===== src/rtl/pll_sdm_pkg.sv =====
// Shared constants and types for the MASH 1-1-1 delta-sigma modulator.
package pll_sdm_pkg;

    // Width and legal range of the noise-shaped divide offset.
    // The 3-bit dn code is two's complement for -3..+3; the otherwise unused
    // code 3'b100 stands for +4 (-4 never occurs in a 1-1-1 MASH).
    localparam int DN_W   = 3;
    localparam int DN_MIN = -3;
    localparam int DN_MAX = 4;

    // Modulator order; there is no order 0, a request for 0 maps to ORD1.
    typedef enum logic [1:0] {
        ORD1 = 2'd1,
        ORD2 = 2'd2,
        ORD3 = 2'd3
    } order_e;

    // Dither LFSR polynomial x^23 + x^18 + 1 (tap positions, 1-based).
    localparam int LFSR_TAP_HI = 23;
    localparam int LFSR_TAP_LO = 18;

    // Map the raw order select onto the enum.
    function automatic order_e decode_order(input logic [1:0] sel);
        case (sel)
            2'd2:    return ORD2;
            2'd3:    return ORD3;
            default: return ORD1;
        endcase
    endfunction

endpackage


===== src/rtl/sdm_acc_stage.sv =====
// One first-order accumulator stage of the MASH chain: W-bit state,
// (W+1)-bit sum, carry is the overflow bit.
module sdm_acc_stage #(
    parameter int W = 24
) (
    input  logic         clk,
    input  logic         rst,
    input  logic         en_i,
    input  logic         clr_i,
    input  logic [W-1:0] addend_i,
    input  logic         cin_i,
    output logic [W-1:0] sum_o,
    output logic         carry_o
);

    logic [W-1:0] acc_q;
    logic [W:0]   sum_full;

    assign sum_full = {1'b0, acc_q} + {1'b0, addend_i} + {{W{1'b0}}, cin_i};
    assign sum_o    = sum_full[W-1:0];
    assign carry_o  = sum_full[W];

    // Accumulate modulo 2^W on enabled samples; clear wins over accumulate.
    always_ff @(posedge clk) begin
        if (rst || clr_i) begin
            acc_q <= '0;
        end else if (en_i) begin
            acc_q <= sum_full[W-1:0];
        end
    end

endmodule


===== src/rtl/mash_sdm_ctrl.sv =====
// MASH 1-1-1 delta-sigma modulator for the fractional-N divider.
// Runtime order 1..3, optional LSB dither on stage 1, double-buffered config,
// registered per-sample divide ratio with saturation flag.
module mash_sdm_ctrl
    import pll_sdm_pkg::*;
#(
    parameter int                ACC_W     = 24,
    parameter int                N_W       = 8,
    parameter int                LFSR_W    = 23,
    parameter logic [LFSR_W-1:0] LFSR_SEED = LFSR_W'(1)
) (
    input  logic             clk,
    input  logic             rst,
    input  logic             en,
    input  logic             cfg_load,
    input  logic [ACC_W-1:0] cfg_frac,
    input  logic [N_W-1:0]   cfg_nint,
    input  logic [1:0]       cfg_order,
    input  logic             cfg_dither,
    output logic             cfg_busy,
    output logic [DN_W-1:0]  dn,
    output logic [N_W-1:0]   div_ratio,
    output logic             div_valid,
    output logic             sat_err
);

    // Pending (shadow) and active configuration
    logic [ACC_W-1:0] pend_frac_q, act_frac_q, src_frac, use_frac;
    logic [N_W-1:0]   pend_nint_q, act_nint_q, src_nint, use_nint;
    order_e           pend_order_q, act_order_q, src_order, use_order;
    logic             pend_dither_q, act_dither_q, src_dither, use_dither;
    logic             busy_q;
    logic             apply;

    // Accumulator chain
    logic [2:0]       stage_on;
    logic [ACC_W-1:0] stage_in  [3];
    logic [ACC_W-1:0] stage_sum [3];
    logic [2:0]       stage_carry;
    logic [2:0]       c_now;
    logic             dither_bit;
    logic             unused_last_sum;

    // Carry history and noise cancellation
    logic             c2_d_q, c3_d_q, c3_dd_q;
    logic             c2_d_m, c3_d_m, c3_dd_m;
    logic signed [3:0]     dn_sum;
    logic signed [N_W+1:0] ratio_full;
    int                    dn_lo, dn_hi;

    // Dither LFSR and registered outputs
    logic [LFSR_W-1:0] lfsr_q, lfsr_d;
    logic [DN_W-1:0]   dn_q;
    logic [N_W-1:0]    ratio_q, ratio_d;
    logic              valid_q, sat_q, sat_d;

    // A load in the same cycle as en bypasses the shadow so it applies at once.
    always_comb begin
        src_frac   = cfg_load ? cfg_frac : pend_frac_q;
        src_nint   = cfg_load ? cfg_nint : pend_nint_q;
        src_order  = cfg_load ? decode_order(cfg_order) : pend_order_q;
        src_dither = cfg_load ? cfg_dither : pend_dither_q;
        apply      = en && (cfg_load || busy_q);
        use_frac   = apply ? src_frac   : act_frac_q;
        use_nint   = apply ? src_nint   : act_nint_q;
        use_order  = apply ? src_order  : act_order_q;
        use_dither = apply ? src_dither : act_dither_q;
    end

    // Stage enables for the order in effect this sample, plus legal dn range.
    always_comb begin
        stage_on = 3'b001;
        dn_lo    = 0;
        dn_hi    = 1;
        case (use_order)
            ORD2: begin
                stage_on = 3'b011;
                dn_lo    = -1;
                dn_hi    = 2;
            end
            ORD3: begin
                stage_on = 3'b111;
                dn_lo    = DN_MIN;
                dn_hi    = DN_MAX;
            end
            default: ;
        endcase
    end

    assign dither_bit = use_dither & lfsr_q[0];

    // Disabled stages are cleared on every enabled sample, which covers the
    // clear-on-order-drop and keeps them at zero until re-enabled.
    genvar gi;
    generate
        for (gi = 0; gi < 3; gi++) begin : g_stage
            if (gi == 0) begin : g_first
                assign stage_in[gi] = use_frac;
            end else begin : g_chain
                assign stage_in[gi] = stage_sum[gi-1];
            end

            sdm_acc_stage #(
                .W(ACC_W)
            ) u_acc (
                .clk      (clk),
                .rst      (rst),
                .en_i     (en),
                .clr_i    (en & ~stage_on[gi]),
                .addend_i (stage_in[gi]),
                .cin_i    ((gi == 0) ? dither_bit : 1'b0),
                .sum_o    (stage_sum[gi]),
                .carry_o  (stage_carry[gi])
            );
        end
    endgenerate

    // The last stage's sum feeds nothing; only its carry is used.
    assign unused_last_sum = ^stage_sum[2];

    // Noise cancellation: dn = c1 + (c2 - c2_d) + (c3 - 2*c3_d + c3_dd),
    // with every term of a disabled stage forced to zero.
    always_comb begin
        c_now   = stage_carry & stage_on;
        c2_d_m  = c2_d_q  & stage_on[1];
        c3_d_m  = c3_d_q  & stage_on[2];
        c3_dd_m = c3_dd_q & stage_on[2];
        dn_sum  = $signed({3'b000, c_now[0]})
                + $signed({3'b000, c_now[1]}) - $signed({3'b000, c2_d_m})
                + $signed({3'b000, c_now[2]}) - $signed({2'b00, c3_d_m, 1'b0})
                + $signed({3'b000, c3_dd_m});
    end

    // Integer plus offset, clamped to the unsigned ratio range.
    always_comb begin
        ratio_full = $signed({2'b00, use_nint}) + $signed({{(N_W-2){dn_sum[3]}}, dn_sum});
        ratio_d    = ratio_full[N_W-1:0];
        sat_d      = sat_q;
        if (ratio_full < 0) begin
            ratio_d = '0;
            sat_d   = 1'b1;
        end else if (ratio_full[N_W]) begin
            ratio_d = '1;
            sat_d   = 1'b1;
        end
    end

    // Fibonacci LFSR step, only when dither is in use this sample.
    always_comb begin
        lfsr_d = lfsr_q;
        if (use_dither) begin
            lfsr_d = {lfsr_q[LFSR_W-2:0], lfsr_q[LFSR_TAP_HI-1] ^ lfsr_q[LFSR_TAP_LO-1]};
        end
    end

    // Config double buffer: capture on load, promote on the next enabled sample.
    always_ff @(posedge clk) begin
        if (rst) begin
            pend_frac_q   <= '0;
            pend_nint_q   <= '0;
            pend_order_q  <= ORD1;
            pend_dither_q <= 1'b0;
            act_frac_q    <= '0;
            act_nint_q    <= '0;
            act_order_q   <= ORD1;
            act_dither_q  <= 1'b0;
            busy_q        <= 1'b0;
        end else begin
            if (cfg_load) begin
                pend_frac_q   <= cfg_frac;
                pend_nint_q   <= cfg_nint;
                pend_order_q  <= decode_order(cfg_order);
                pend_dither_q <= cfg_dither;
            end
            if (apply) begin
                act_frac_q   <= src_frac;
                act_nint_q   <= src_nint;
                act_order_q  <= src_order;
                act_dither_q <= src_dither;
                busy_q       <= 1'b0;
            end else if (cfg_load) begin
                busy_q <= 1'b1;
            end
        end
    end

    // Sample state and registered outputs advance only on enabled cycles.
    always_ff @(posedge clk) begin
        if (rst) begin
            lfsr_q  <= LFSR_SEED;
            c2_d_q  <= 1'b0;
            c3_d_q  <= 1'b0;
            c3_dd_q <= 1'b0;
            dn_q    <= '0;
            ratio_q <= '0;
            valid_q <= 1'b0;
            sat_q   <= 1'b0;
        end else begin
            valid_q <= en;
            if (en) begin
                lfsr_q  <= lfsr_d;
                c2_d_q  <= c_now[1];
                c3_d_q  <= c_now[2];
                c3_dd_q <= c3_d_m;
                dn_q    <= dn_sum[DN_W-1:0];
                ratio_q <= ratio_d;
                sat_q   <= sat_d;
            end
        end
    end

    // The cancelled carry sum must stay inside the range of the order in use.
    always_ff @(posedge clk) begin
        if (!rst && en) begin
            assert (int'(dn_sum) >= dn_lo && int'(dn_sum) <= dn_hi);
        end
    end

    assign cfg_busy  = busy_q;
    assign dn        = dn_q;
    assign div_ratio = ratio_q;
    assign div_valid = valid_q;
    assign sat_err   = sat_q;

endmodule


===== config.mk =====
export PLATFORM = sky130hd
export DESIGN_NAME = mash_sdm_ctrl
export DESIGN_NICKNAME = d
export VERILOG_FILES = /design/src/rtl/pll_sdm_pkg.sv /design/src/rtl/sdm_acc_stage.sv /design/src/rtl/mash_sdm_ctrl.sv
export SDC_FILE = /design/constraint.sdc
export NUM_CORES = 1
export LEC_CHECK = 0
export CORE_MARGIN = 2
export CORE_UTILIZATION = 45
export DETAILED_ROUTE_END_ITERATION = 7
export SYNTH_ARGS = -nofsm -noshare
export SYNTH_HDL_FRONTEND = slang
export SYNTH_SLANG_ARGS = --single-unit
export TNS_END_PERCENT = 1

===== constraint.sdc =====
create_clock -name clk -period 22.6 [get_ports clk]
set_input_delay 4.52 -clock clk [delete_from_list [all_inputs] [get_ports clk]]
set_output_delay 4.52 -clock clk [all_outputs]
set_load 0.005 [all_outputs]

==> run metrics <==
most frequent cell on the critical path a21oi_1; share of cells above drive strength 1 5.24%; largest net degree at the start of global routing 77; Slew Limit Fails 0; setup bufs post-CTS 0; initial antenna violation count 0; vias in the first global route 7681; top_reg_cell synth dfxtp_1; Rel. slew slack 41.1%; Layout area overhead 12.8%; most common cell in the synthesized netlist dfxtp_1; row count 55; Reg-to-Reg End div_ratio[2]; Overflow after GRT 0; Worst Min Path Start lfsr_q[2]; Total GRT Usage 19.5%; post-CTS sizing 0; post-synth top area cell dfxtp_1; EDFF count, synth 0; total number of vias 8339; startpoint types primary input; fin crit share about three fifths; Layout Skew 0.0191 ns; register area share after synthesis 34.8%; final net count 1377; status complete, no violations; final wirelength between 20 and 25 mm; Pre-antenna DRT Iters 5; Crit path arrival time 14.21 ns; die height approximately 160 um; Initial Utilization 46.0%; Cell Area, Synth 0.0105 mm^2; Hold Path Sink lfsr_q[3]; MaxCap Viol Count 0; Synth cell types 70; CTS H-Tree Depth 4; PwrDens 71.9 mW/mm^2; Synth top area share 34.8%; Syn Nets between 1000 and 1500; register bit total from synthesis 182; post-layout util 52.0%; setup_tns 0 ns; root buf cell clkbuf_16; worst reg2reg path depth 40; CTS Sinks 182; Final HPWL DP between 15 and 20 mm; clock tree buffer depth 2; reg2reg start cfg_busy; diode count 0; Synth Instances between 1000 and 1500; Syn. warnings 0; clk_lat worst skew 0.44 ns; hold_buf cts 0; peak supply drop 0.0483 mV; drt wl/cell 15.1 um; remaining antenna violation count after routing 0; CP max-delay cell buf_4; FILL cells around 2200; leakage just over 5 nW; Hold Vio Cnt, Final 0; global-route wire length before repair 38.2 mm; synth top area cells dfxtp_1, ha_1, mux2i_1; CTS tree done; Max Fclk between 70 and 80 MHz; RSZ-0062 raised after global routing false; CP Class primary input to register; Power, Total 0.000849 W; fraction of registers with async set/reset 0%; Port-buffer cells 52; Worst-Margin Slew 0.883 ns; slowest stage delay, CP 0.56 ns; DRC 0; Synth Area per Inst 8.57 um^2; clock-pin slew on the worst setup and hold paths 0.09 ns; Worst Hold Depth 2; top cells by count, synth dfxtp_1, nor2_1, nand2_1, a21oi_1, ha_1; number of I/O pins 53; Worst Setup End Kind register; CORE AREA between 0.02 and 0.025 mm^2; setup violators final 0; CP max FO 46; reg-to-reg slack, setup 12.93 ns; Die X 156 um; Hold WC Path Type register to register; Worst Setup SP cfg_load; CP required 22.97 ns; Die Area ~0.024 mm^2; Iter 0 DRT Violations around 480; TritonCTS buffer count 17; gp weighted congestion a little under 0.9; minimum clock period around 14 ns; via/cell ratio 5.40
==> through the flow <==
step	worst slack, ns	std cells	hold WS [ns]	area [um^2]
2_1_floorplan	9.45	1220	0.417	10500
3_3_place_gp	8.64	1513	0.429	11200
3_5_place_dp	8.42	1513	0.439	11200
4_1_cts	8.81	1545	0.456	11800
5_1_grt	8.07	1545	0.468	11800
6_report	8.76	1545	0.454	11800
==> logic make-up (layout without fill, tap and decap cells) <==
group / count (synthesis) / after routing / share of synthesized area, %
AOI/OAI and AO/OA: 315 / 315 / 20.0
xor gates and xnor gates: 66 / 66 / 5.53
adders and majority gates: 91 / 91 / 11.4
buffers and inverters: 92 / 132 / 3.57
DFF: 182 / 182 / 34.8
muxes: 78 / 78 / 7.47
and+or+nand+nor: 396 / 396 / 17.2
==> worst max-delay path by stage <==
stage          depth (start not counted)           end  slack, ns
2_1_floorplan                         43  div_ratio[1]       9.45
3_3_place_gp                          43  div_ratio[5]       8.64
3_5_place_dp                          43  div_ratio[2]       8.42
4_1_cts                               43  div_ratio[2]       8.81
5_1_grt                               40  div_ratio[7]       8.07
6_report                              42  div_ratio[2]       8.76
==> registers in the layout, indices dropped and copies added, names as in the netlist <==
name	flops
act_dither_q	1
act_frac_q	24
act_nint_q	8
act_order_q	2
c2_d_q	1
c3_d_q	1
c3_dd_q	1
cfg_busy	1
div_ratio	8
div_valid	1
dn	3
g_stage.u_acc.acc_q	72
lfsr_q	23
pend_dither_q	1
pend_frac_q	24
pend_nint_q	8
pend_order_q	2
sat_err	1
==> critical path, delay by kind of cell <==
family | cells | cell delay, ns
AO/OA/AOI/OAI | 24 | 5.07
adder cells (fa/ha/maj) | 7 | 2.44
buffers and inverters | 3 | 0.70
AND/OR/NAND/NOR | 4 | 0.65
XOR/XNOR | 3 | 0.51
multiplexers | 1 | 0.30
==> final cells by class <==
cell class                      count  area, um^2  share of cell area, %
Clock buffer                       17         425                   3.61
Clock inverter                     15         214                   1.81
Inverter                           41         154                   1.30
Multi-Input combinational cell    946        6440                   54.6
Sequential cell                   182        3640                   30.9
Tap cell                          285         357                   3.02
Timing Repair Buffer               59         563                   4.77
==> placed cells by master, fill, tap and decap left out, drive strengths merged, types with 4 or more instances in the layout <==
cell type,n
xnor2,49
nor3,11
dfxtp,182
o31ai,6
nand2b,16
a221oi,5
and2,7
o311ai,4
o211ai,5
a21o,26
a22o,14
o21ai,81
a211oi,12
ha,84
a31oi,8
and3,8
clkinv,9
o21bai,9
nor2,138
fa,7
o21a,11
nor2b,40
a211o,4
clkdlybuf4s50,49
or3,5
mux2i,78
clkbuf,17
o31a,5
a21oi,93
nand3,17
nor3b,4
xor2,17
buf,10
a21boi,6
inv,47
nand2,131
nand3b,4
a22oi,5
nand4,5
==> per-layer routing <==
metal | share of wire [%] | GRT usage [%]
met5 | 0 | 0
met1 | 50 | 26.6
met2 | 46 | 32.3
met4 | 0.69 | 3.49
met3 | 3.0 | 3.77
==> where the power goes <==
part           leakage (nW)  internal, W  switching, W
logic                  3.32    0.0000797      0.000108
clock network         0.305     0.000155      0.000159
registers              1.48     0.000339    0.00000863
total                  5.11     0.000573      0.000276
(Power assumes the default switching activity.)
